## src/rtl/port_stimulus_sequencer_pkg.sv

```systemverilog
// Shared definitions for the port stimulus sequencer: FSM state encodings
// and the number of {C,D} vectors driven per sequence.
package port_stimulus_sequencer_pkg;

    typedef enum logic [1:0] {
        ST_IDLE  = 2'd0,
        ST_DRIVE = 2'd1,
        ST_DONE  = 2'd2
    } seq_state_t;

    localparam int NUM_VECTORS = 4;

endpackage

```

## src/rtl/port_stimulus_sequencer_hold_counter.sv

```systemverilog
// Counts 0..HOLD_CYCLES-1 while enabled and wraps to zero; terminal flags the
// last hold cycle of the current vector.
module port_stimulus_sequencer_hold_counter #(
    parameter int HOLD_CYCLES = 4,
    parameter int CNT_W       = 8
) (
    input  logic clk,
    input  logic reset_n,
    input  logic clear,
    input  logic enable,
    output logic terminal
);

    logic [CNT_W-1:0] count_r;

    // Terminal count decode
    always_comb begin
        terminal = (count_r == CNT_W'(HOLD_CYCLES - 1));
    end

    // Hold-cycle counter with synchronous clear and wrap on terminal count
    always_ff @(posedge clk or negedge reset_n) begin
        if (!reset_n) begin
            count_r <= {CNT_W{1'b0}};
        end else if (clear) begin
            count_r <= {CNT_W{1'b0}};
        end else if (enable) begin
            if (terminal) begin
                count_r <= {CNT_W{1'b0}};
            end else begin
                count_r <= count_r + CNT_W'(1);
            end
        end else begin
            count_r <= count_r;
        end
    end

endmodule

```

## src/rtl/port_stimulus_sequencer.sv

```systemverilog
// Clocked stimulus sequencer: walks {C,D} through 00..11, holding each vector
// HOLD_CYCLES cycles, and logs the consumer's {A,B} response per vector.
module port_stimulus_sequencer
    import port_stimulus_sequencer_pkg::*;
#(
    parameter int HOLD_CYCLES = 4,
    parameter int CNT_W       = 8
) (
    input  logic       clk,
    input  logic       reset_n,
    input  logic       start,
    output logic       C,
    output logic       D,
    input  logic       A_in,
    input  logic       B_in,
    output logic       busy,
    output logic       done,
    input  logic [1:0] log_rd_idx,
    output logic [1:0] log_rd_data
);

    seq_state_t state_r;
    seq_state_t state_s;
    logic [1:0] idx_r;
    logic [1:0] idx_s;
    logic [1:0] cd_r;
    logic [1:0] cd_s;
    logic       busy_r;
    logic       busy_s;
    logic       done_r;
    logic       done_s;
    logic       log_we_s;
    logic       term_s;
    logic       in_drive_s;
    logic [1:0] log_r [NUM_VECTORS];

    assign in_drive_s = (state_r == ST_DRIVE);

    port_stimulus_sequencer_hold_counter #(
        .HOLD_CYCLES (HOLD_CYCLES),
        .CNT_W       (CNT_W)
    ) u_hold_counter (
        .clk      (clk),
        .reset_n  (reset_n),
        .clear    (!in_drive_s),
        .enable   (in_drive_s),
        .terminal (term_s)
    );

    // Next-state and next-output decode; outputs are registered one edge later
    always_comb begin
        state_s  = state_r;
        idx_s    = idx_r;
        cd_s     = 2'b00;
        busy_s   = 1'b0;
        done_s   = 1'b0;
        log_we_s = 1'b0;
        case (state_r)
            ST_IDLE: begin
                if (start) begin
                    state_s = ST_DRIVE;
                    idx_s   = 2'd0;
                    busy_s  = 1'b1;
                end else begin
                    state_s = ST_IDLE;
                end
            end
            ST_DRIVE: begin
                busy_s = 1'b1;
                cd_s   = idx_r;
                if (term_s) begin
                    log_we_s = 1'b1;
                    if (idx_r == 2'(NUM_VECTORS - 1)) begin
                        // Last vector sampled: drop drive and pulse done
                        state_s = ST_DONE;
                        idx_s   = 2'd0;
                        cd_s    = 2'b00;
                        busy_s  = 1'b0;
                        done_s  = 1'b1;
                    end else begin
                        idx_s = idx_r + 2'd1;
                        cd_s  = idx_r + 2'd1;
                    end
                end else begin
                    idx_s = idx_r;
                end
            end
            ST_DONE: begin
                state_s = ST_IDLE;
            end
            default: begin
                state_s = ST_IDLE;
                idx_s   = 2'd0;
            end
        endcase
    end

    // State, vector index and registered output drive
    always_ff @(posedge clk or negedge reset_n) begin
        if (!reset_n) begin
            state_r <= ST_IDLE;
            idx_r   <= 2'd0;
            cd_r    <= 2'b00;
            busy_r  <= 1'b0;
            done_r  <= 1'b0;
        end else begin
            state_r <= state_s;
            idx_r   <= idx_s;
            cd_r    <= cd_s;
            busy_r  <= busy_s;
            done_r  <= done_s;
        end
    end

    // Response log capture on the closing edge of each vector's hold window
    always_ff @(posedge clk or negedge reset_n) begin
        if (!reset_n) begin
            for (int i = 0; i < NUM_VECTORS; i++) begin
                log_r[i] <= 2'b00;
            end
        end else if (log_we_s) begin
            log_r[idx_r] <= {A_in, B_in};
        end else begin
            for (int i = 0; i < NUM_VECTORS; i++) begin
                log_r[i] <= log_r[i];
            end
        end
    end

    assign C           = cd_r[1];
    assign D           = cd_r[0];
    assign busy        = busy_r;
    assign done        = done_r;
    assign log_rd_data = log_r[log_rd_idx];

endmodule

```

## config.mk

```make
export PLATFORM = sky130hd
export DESIGN_NAME = port_stimulus_sequencer
export DESIGN_NICKNAME = d
export VERILOG_FILES = /design/src/rtl/port_stimulus_sequencer_pkg.sv /design/src/rtl/port_stimulus_sequencer_hold_counter.sv /design/src/rtl/port_stimulus_sequencer.sv
export SDC_FILE = /design/constraint.sdc
export NUM_CORES = 1
export LEC_CHECK = 0
export ABC_AREA = 1
export BUFFER_PORTS_ARGS = -buffer_cell sky130_fd_sc_hd__buf_2
export CORE_UTILIZATION = 50
export CTS_CLUSTER_DIAMETER = 40
export DETAILED_ROUTE_END_ITERATION = 10
export HOLD_SLACK_MARGIN = 0.15
export PLACE_DENSITY = 0.69
export RECOVER_POWER = 50
export SLEW_MARGIN = 20
export SYNTH_ARGS = -nofsm -noshare
export SYNTH_HDL_FRONTEND = slang
export SYNTH_SLANG_ARGS = --single-unit
```

## constraint.sdc

```tcl
create_clock -name clk -period 1.5 [get_ports clk]
set_clock_uncertainty 0.15 [all_clocks]
set_input_delay 0.3 -clock clk [delete_from_list [all_inputs] [get_ports clk]]
set_output_delay 0.3 -clock clk [all_outputs]
set_load 0.02 [all_outputs]
```

==> results.toml, run 1 <==
[global_routing]
grt_usage = 0.220
grt_pass1_vias = 972
grt_pass1_wl_um = 4240
grt_max_degree = 25
grt-ovfl-total = 0
grt_antenna_before_repair = 0

[worst_hold_path]
min_path_type = "reg -> reg"
whs_path_depth = 2
min-delay-start = "log_r[7]$_DFFE_PN0P_"
hold_end = "log_r[7]$_DFFE_PN0P_"

[power_and_ir_drop]
p_sw_frac = 0.416
pwr-share-clk = 0.106
power_density_nw_per_um2 = 1750
p_comb_frac = 0.479
p_seq_frac = 0.415
p_switching_mw = 1.09
p_int_mw = 1.52
leakage_nw = 0.772
peakVddDrop_mv = 1.17

[logic_synthesis]
syn_inst = 143
synth-simple-area-share = 0.331
yosysSeqAreaShare = 0.480
synthMuxAreaShare = 0
synth_compound_area_frac = 0.0619
synth_xor_area_frac = 0
synth_cell_types = 25
synth_nets = 155
yosys_warnings = 0
synth_top_family_by_area = "simple AND/OR/NAND/NOR gates"
ys_ff_latch = 24
syn_avg_cell_area_um2 = 8.76
synth_area_um2 = 1250
synthAdderAreaFrac = 0.0500

[run_status]
violations = "setup timing"
run_status = "finished with violations"

[floorplanning]
die_w_um = 52.1
rows = 17
die_height_um = 52.1
coreArea_um2 = 2280
start_util = 0.550
dieArea_um2 = 2710
ios = 13

[finish]
fin_cells = 197
finalNetCount = 183
diodes = 0
fill_cells = 177
drive_gt1_frac = 0.254
syn_to_final_growth_pct = 19.2

[sta]
rsz0062_at_grt = "true"
fin_crit_ns = 1.53
clock.fmax_mhz = 654
setup_tns_ns = -0.0492
setup_violations = 2
drv_slew = 0
maxSlewHeadroom = 0.602
worstMarginPinSlew_ns = 0.597
hold_viol = 0
finalCritPeriodShare = 1.02
layout_setup_ws_ns = -0.0299

[routing]
antenna_left = 0
firstDrtPassIters = 4
vias_per_cell = 5.29
routed_wl_um = 2420
vias = 1042
routedWlPerCell_um = 12.3
drt_iter0_drc = 11
drc_errors = 0

[clock_network]
clk_latency_ns = 0.31
clock_sinks = 24
htreeDepth = 1
clk_path_buf_depth = 2
clock_tree.root_cell = "clkbuf_4"
cts_tree = "yes"
path_clk_slew_ns = 0.12
cts_buffers = 3

[placed_design]
place_inst = 184
dp_hpwl_um = 1800
gp_congestion = 0.784
io_buffers = 12

[setup_path]
reg2reg_depth = 7
crit_fanout = 2
end_kind = "output port"
criticalPathCategory = "reg -> out"
r2r_slack_ns = 0.04
critical_path.startpoint = "log_r[3]$_DFFE_PN0P_"
timing.rr.end = "log_r[7]$_DFFE_PN0P_"
arrival_ns = 1.08
cp.required_ns = 1.05
crit_path_start_kind = "flip-flop"
rr_startpoint = "u_hold_counter.count_r[1]$_DFF_PN0_"

[job]
drv_cap = 0
==> power groups by stage <==
stage	Clock (mW)	Combinational (mW)	Sequential, mW
after global placement	0	1.02	1.08
after detailed placement	0	1.06	1.08
after CTS	0.282	1.11	1.07
final	0.277	1.25	1.08
after floorplan	0	0.799	1.08
after global routing	0.310	1.44	1.12
==> flip-flops by register name, summed over array words and instances (netlist names) <==
name	flops
state_r	2
busy	1
idx_r	2
log_r	8
cd_r	2
u_hold_counter.count_r	8
done	1
==> logic make-up (layout without fill, tap and decap cells) <==
group / after synthesis / in the layout
AOI/OAI and AO/OA: 14 / 14
adders and majority gates: 5 / 5
buffers and inverters: 21 / 47
DFF: 24 / 24
and+or+nand+nor: 79 / 79
==> worst max-delay path by stage <==
stage                           end  slack [ns]
6_report             log_rd_data[1]       -0.03
3_3_place_gp   idx_r[0]$_DFFE_PN0P_        0.07
4_1_cts              log_rd_data[1]       -0.03
3_5_place_dp   log_r[6]$_DFFE_PN0P_      -0.003
2_1_floorplan  idx_r[0]$_DFFE_PN0P_        0.16
5_1_grt              log_rd_data[1]       -0.10
==> cell type report <==
cell class	count	area, um2	area share
repair buffers	25	174	0.117
inverters	19	71.3	0.0478
well taps	28	35.0	0.0235
clock buffers	3	22.5	0.0151
flip-flops and latches	24	601	0.402
multi-input cells	98	589	0.395
==> cell usage after synthesis <==
| master | instances | share of area |
|---|---|---|
| nand3_4 | 1 | 0.014 |
| nor2_4 | 1 | 0.0090 |
| inv_1 | 16 | 0.048 |
| o22ai_1 | 2 | 0.010 |
| nor3_1 | 2 | 0.0080 |
| buf_8 | 1 | 0.012 |
| and3_1 | 1 | 0.0050 |
| o21ai_0 | 5 | 0.020 |
| inv_2 | 3 | 0.0090 |
| buf_6 | 1 | 0.0090 |
| nor3b_2 | 1 | 0.010 |
| or2_2 | 1 | 0.0050 |
| nor2_2 | 1 | 0.0050 |
| nand4_1 | 8 | 0.040 |
| nand2_1 | 33 | 0.099 |
| nor2_1 | 14 | 0.042 |
| o211ai_1 | 2 | 0.012 |
| nand2_2 | 1 | 0.0050 |
| nand2_4 | 1 | 0.0090 |
| dfrtp_1 | 24 | 0.48 |
| nor2_8 | 1 | 0.016 |
| nand3_1 | 10 | 0.040 |
| nand3_2 | 3 | 0.024 |
| ha_1 | 5 | 0.050 |
| a21oi_1 | 5 | 0.020 |
==> stage by stage <==
stage	setup WS (ns)	util	area [um2]	total power, mW	hold slack [ns]
after CTS	-0.0296	0.623	1420	2.46	0.347
after global placement	0.0682	0.590	1340	2.10	0.151
after detailed placement	-0.00308	0.590	1340	2.14	0.162
after global routing	-0.100	0.656	1490	2.87	0.379
final	-0.0299	0.656	1490	2.61	0.341
after floorplan	0.158	-	1250	1.88	-0.146
==> metal layers <==
layer / GRT usage / vias up / wire length, um
li1: - / 531 / -
met1: 0.285 / 494 / 1160
met2: 0.359 / 12 / 1170
met3: 0.0351 / 5 / 48
met4: 0.0946 / 0 / 43
met5: 0 / - / 0
==> repair_timing <==
| item | CTS | global route |
|---|---|---|
| endpoints found under the hold margin | 32 | 0 |
| setup endpoints to repair | 7 | 14 |
| gates resized for setup | 6 | 7 |
| buffers inserted | 1 | 5 |
| hold buffers | 4 | 0 |
| pin swaps | 3 | 5 |
==> cell usage in the layout, fill, tap and decap left out, types with 2 or more instances in the layout <==
| cell type | n |
|---|---|
| buf_4 | 9 |
| dfrtp_1 | 24 |
| nand3_2 | 4 |
| o22ai_1 | 2 |
| clkbuf_4 | 3 |
| ha_1 | 4 |
| nor2_2 | 2 |
| nand3_1 | 8 |
| a21oi_1 | 5 |
| o21ai_1 | 4 |
| nand2_2 | 2 |
| o211ai_1 | 2 |
| buf_2 | 10 |
| nor2_1 | 13 |
| inv_1 | 16 |
| nand4_1 | 8 |
| nand2_1 | 32 |
| inv_2 | 3 |
| nor3_1 | 2 |
| dlygate4sd3_1 | 4 |
| nand3_4 | 2 |
==> critical path, cell delays in order (launching register included) <==
cell	delay, ns
dfrtp_1	0.40
o21ai_1	0.13
o22ai_1	0.09
buf_4	0.16
Power figures use the tool's default switching activity.
==> run 2: changes to the inputs <==
- CORE_MARGIN: default -> 1.5
- CORE_UTILIZATION: 50 -> 57
- PLACE_DENSITY: 0.69 -> 0.78
- SLEW_MARGIN: 20 -> default
==> run 2 against run 1 <==
Design area grew 9.0%. Clock power grew 1%. Maximum frequency fell by 3.5%. Sequential share of layout area is 3.3 points lower. Clock-buffer cell count unchanged. The flow still finishes with violations (setup timing). Die area shrank 8.2%. Critical path depth stayed put. Largest power group unchanged. Non-clock buffer count is 5 higher. Global-route usage up 1.2 points.
==> results.toml, run 2 (same netlist as run 1, synthesis figures left out) <==
[run_status]
run_status = "finished with violations"
violations = "setup timing"

[finish]
finalNetCount = 188
final_common_cell = "nand2_1"
fin_cells = 201
diodes = 0
syn_to_final_growth_pct = 29.9
drive_gt1_frac = 0.339
most-common-layout-cells = "nand2_1, dfrtp_1, inv_1"
reg.largest.list = "log_r x8, u_hold_counter.count_r x8"

[sta]
finalCritPeriodShare = 1.06
rsz0062_at_grt = "true"
fin_crit_ns = 1.58
hold_viol = 0
clock.fmax_mhz = 631
drv_slew = 0
layout_setup_ws_ns = -0.0849
worstMarginPinSlew_ns = 0.596
setup_violations = 3
setup_tns_ns = -0.140
maxSlewHeadroom = 0.603

[setup_path]
path_cells = "o21ai_1, o22ai_1, buf_4"
reg2reg_depth = 7
crit_path_start_kind = "flip-flop"
arrival_ns = 1.13
cpPeakStageDelay_ns = 0.42
crit_fanout = 2
cp.required_ns = 1.05
slowest_stage = "dfrtp_1"
end_kind = "output port"
criticalPathCategory = "reg -> out"

[worst_hold_path]
min_path_type = "in -> async"

[global_routing]
grt_pass1_vias = 990
grt_usage = 0.231
grt_antenna_before_repair = 0
grt_max_degree = 25
grt_pass1_wl_um = 4310
grt-ovfl-total = 0

[power_and_ir_drop]
leakage_nw = 0.823
peakVddDrop_mv = 1.53
power_density_nw_per_um2 = 1790

[routing]
drc_errors = 0
routed_wl_um = 2990
routedWlPerCell_um = 14.9
vias_per_cell = 5.51
vias = 1107
antenna_left = 0
drt_iter0_drc = 46
firstDrtPassIters = 4

[floorplanning]
start_util = 0.619
ios = 13
die_height_um = 49.9
rows = 16
die_w_um = 49.9
dieArea_um2 = 2490
coreArea_um2 = 2020

[clock_network]
clk_latency_ns = 0.32
clock_sinks = 24
clk_path_buf_depth = 2
clock_tree.root_cell = "clkbuf_4"
cts_buffers = 3
htreeDepth = 1
cts_tree = "yes"
path_clk_slew_ns = 0.12

[job]
drv_cap = 0

[placed_design]
io_buffers = 12
place_inst = 182
gp_congestion = 0.829
dp_hpwl_um = 1780
## run 2: cell types whose count changed in the layout (fill, tap and decap cells not counted)
cell / delta
nand2_1: -7
nand2_2: +7
buf_12: +2
nand3_1: -2
nand3_4: +2
buf_4: +1
buf_6: +1
clkbuf_16: +1
nor3_1: -1
nor3_2: +1
o21ai_1: -1
o21ai_2: +1
## run 2: routing by layer
metal	wire length (um)	vias up	GRT usage
li1	-	533	-
met1	1280	535	0.313
met2	1520	37	0.376
met3	161	2	0.0364
met4	25	0	0.0833
met5	0	-	0
## run 2: area by class of cell
cell class	count	area (um2)
clock buffers	3	22.5
repair buffers	30	258
fillers	127	395
well taps	27	33.8
multi-input cells	98	641
inverters	19	71.3
flip-flops and latches	24	601
## run 2: critical path, delay by kind of cell, from the launching register on
family	cells	cell delay, ns
AOI/OAI and AO/OA	2	0.22
buffers and inverters	1	0.17
DFF	1	0.42
## run 2: worst paths after layout
kind	from	endpoint	slack, ns
max	log_r[4]$_DFFE_PN0P_	log_rd_data[0]	-0.08
min	reset_n	cd_r[0]$_DFF_PN0_	0.35
max reg2reg	u_hold_counter.count_r[7]$_DFF_PN0_	log_r[4]$_DFFE_PN0P_	0
min reg2reg	log_r[1]$_DFFE_PN0P_	log_r[1]$_DFFE_PN0P_	0.36
max in group asynchronous	reset_n	log_r[1]$_DFFE_PN0P_	0.46
min in group clk	log_r[1]$_DFFE_PN0P_	log_r[1]$_DFFE_PN0P_	0.36
## run 2: where the power goes
group | switching, mW | internal, mW
registers | 0.201 | 0.896
clock network | 0.187 | 0.0943
logic | 0.866 | 0.668
## run 2: what timing repair did
item | CTS | global route
gates cloned | 0 | 1
gates resized for setup | 5 | 22
setup buffers | 5 | 6
hold buffers | 4 | 0
setup endpoints to repair | 4 | 12
hold endpoints to repair | 34 | 0
pin swaps | 2 | 14
## run 2: metrics by stage
stage | setup slack, ns | instance area [um2] | power (mW) | utilization | hold WS (ns)
3_3_place_gp | 0.0565 | 1360 | 2.11 | 0.673 | 0.149
3_5_place_dp | -0.00109 | 1360 | 2.16 | 0.673 | 0.153
2_1_floorplan | 0.158 | 1250 | 1.88 | - | -0.146
4_1_cts | -0.0551 | 1470 | 2.55 | 0.725 | 0.334
6_report | -0.0849 | 1630 | 2.91 | 0.804 | 0.347
5_1_grt | -0.110 | 1630 | 3.10 | 0.804 | 0.378
==> run 3: changes to the inputs <==
- PLACE_DENSITY: 0.78 -> 0.9
==> run 3 against run 2 <==
The run still ends with setup timing left. Sequential share of layout area increased by 1.1 points. Worst hold slack improved by 0.00061 ns. Via count increased by 7.5%. Combinational power decreased by 5%. Global-route usage increased by 2.5 points. Routed wire length increased by 13%. Critical path type is now reg -> reg.
==> results.toml, run 3 (same netlist as run 1, synthesis figures left out) <==
[sta]
setup_tns_ns = -0.806
holdWs_ns = 0.347
layout_setup_ws_ns = -0.132
clock.fmax_mhz = 613
fin_crit_ns = 1.63
finalCritPeriodShare = 1.09
rsz0062_at_grt = "true"
drv_slew = 0
maxSlewHeadroom = 0.595
setup_violations = 11
worstMarginPinSlew_ns = 0.608
hold_viol = 0

[clock_network]
clk_path_buf_depth = 2
htreeDepth = 1
cts_buffers = 3
clock_sinks = 24
clock_tree.root_cell = "clkbuf_4"
clk_latency_ns = 0.32
path_clk_slew_ns = 0.13
cts_tree = "yes"

[routing]
antenna_left = 0
vias_per_cell = 5.92
routed_wl_um = 3380
routedWlPerCell_um = 16.8
route.met2.wl_um = 1670
wl_met1_um = 1320
drt_iter0_drc = 58
wl_met3_um = 316
routed.top_layer = "met4"
vias = 1190
firstDrtPassIters = 6
drc_errors = 0

[global_routing]
grt-ovfl-total = 0
grt_max_degree = 25
grt_usage = 0.256
grt_pass1_vias = 1073
grt_pass1_wl_um = 4710
grt_antenna_before_repair = 0

[floorplanning]
die_height_um = 49.9
dieArea_um2 = 2490
rows = 16
coreArea_um2 = 2020
ios = 13
die_w_um = 49.9
start_util = 0.619

[placed_design]
io_buffers = 12
gp_congestion = 0.828
dp_hpwl_um = 1900
place_area_um2 = 1350

[finish]
diodes = 0
most-common-layout-cells = "nand2_1, dfrtp_1, inv_1"
register_area_um2 = 601
syn_to_final_growth_pct = 26.2
fill_cells = 115
reg.largest.list = "log_r x8, u_hold_counter.count_r x8"
fin_util = 0.782
final_common_cell = "nand2_1"
stdcell_area_um2 = 1580
finalNetCount = 187
multi_input_area_um2 = 609
drive_gt1_frac = 0.299

[power_and_ir_drop]
peakVddDrop_mv = 1.17
power_density_nw_per_um2 = 1870
leakage_nw = 0.810
total_power_mw = 2.95

[setup_path]
reg2reg_depth = 7
crit_path_start_kind = "flip-flop"
criticalPathCategory = "reg -> reg"
slowest_stage = "dfrtp_1"
cp_common_cell = "nand3_4"
cp.depth = 7
crit_fanout = 8
timing.rr.end = "log_r[7]$_DFFE_PN0P_"
end_kind = "flip-flop"
arrival_ns = 1.70
path_delay_family = "simple AND/OR/NAND/NOR gates"
r2r_slack_ns = -0.13
rr_startpoint = "u_hold_counter.count_r[1]$_DFF_PN0_"
path_buf_inv = 1
cp.required_ns = 1.57
cpPeakStageDelay_ns = 0.46
path_cells = "ha_4, nand3_4, nor2_4, buf_12, nand3_4, nand2_2, nand2_1"

[run_status]
violations = "setup timing"
run_status = "finished with violations"

[job]
drv_cap = 0

[worst_hold_path]
min_path_type = "in -> async"
==> run 3: worst max-delay path by stage <==
stage,end,from,slack [ns]
after global placement,log_r[0]$_DFFE_PN0P_,u_hold_counter.count_r[0]$_DFF_PN0_,0.02
after floorplan,idx_r[0]$_DFFE_PN0P_,u_hold_counter.count_r[0]$_DFF_PN0_,0.16
after global routing,log_r[6]$_DFFE_PN0P_,u_hold_counter.count_r[1]$_DFF_PN0_,-0.15
final,log_r[7]$_DFFE_PN0P_,u_hold_counter.count_r[1]$_DFF_PN0_,-0.13
after CTS,log_rd_data[0],log_r[4]$_DFFE_PN0P_,-0.07
after detailed placement,log_r[1]$_DFFE_PN0P_,u_hold_counter.count_r[0]$_DFF_PN0_,-0.03
==> run 3: cell type report <==
type                    instances  area share
multi-input cells              98       0.386
inverters                      19      0.0451
repair buffers                 29       0.145
flip-flops and latches         24       0.380
well taps                      27      0.0214
clock buffers                   4      0.0230
==> run 3: power by group <==
part	switching [mW]	leakage (nW)	internal, mW
Combinational	0.849	0.500	0.615
Sequential	0.242	0.289	0.896
Clock	0.197	0.0210	0.149
==> run 3: timing repair <==
action | in CTS | in global routing
gates resized for setup | 7 | 11
endpoints found under the setup margin | 9 | 16
setup buffers | 1 | 10
pin swaps | 3 | 8
hold buffers | 4 | 0
endpoints found under the hold margin | 33 | 0
==> run 3: metrics by stage <==
stage                     setup slack (ns)  instances
after global placement              0.0185        182
after detailed placement           -0.0289        182
after global routing                -0.152        201
final                               -0.132        201
after CTS                          -0.0745        191
after floorplan                      0.158        143
==> run 3: routing by layer <==
layer | up-vias | track usage
met5 | - | 0
met4 | 0 | 0.134
met3 | 8 | 0.0424
met2 | 76 | 0.438
met1 | 576 | 0.309
li1 | 530 | -
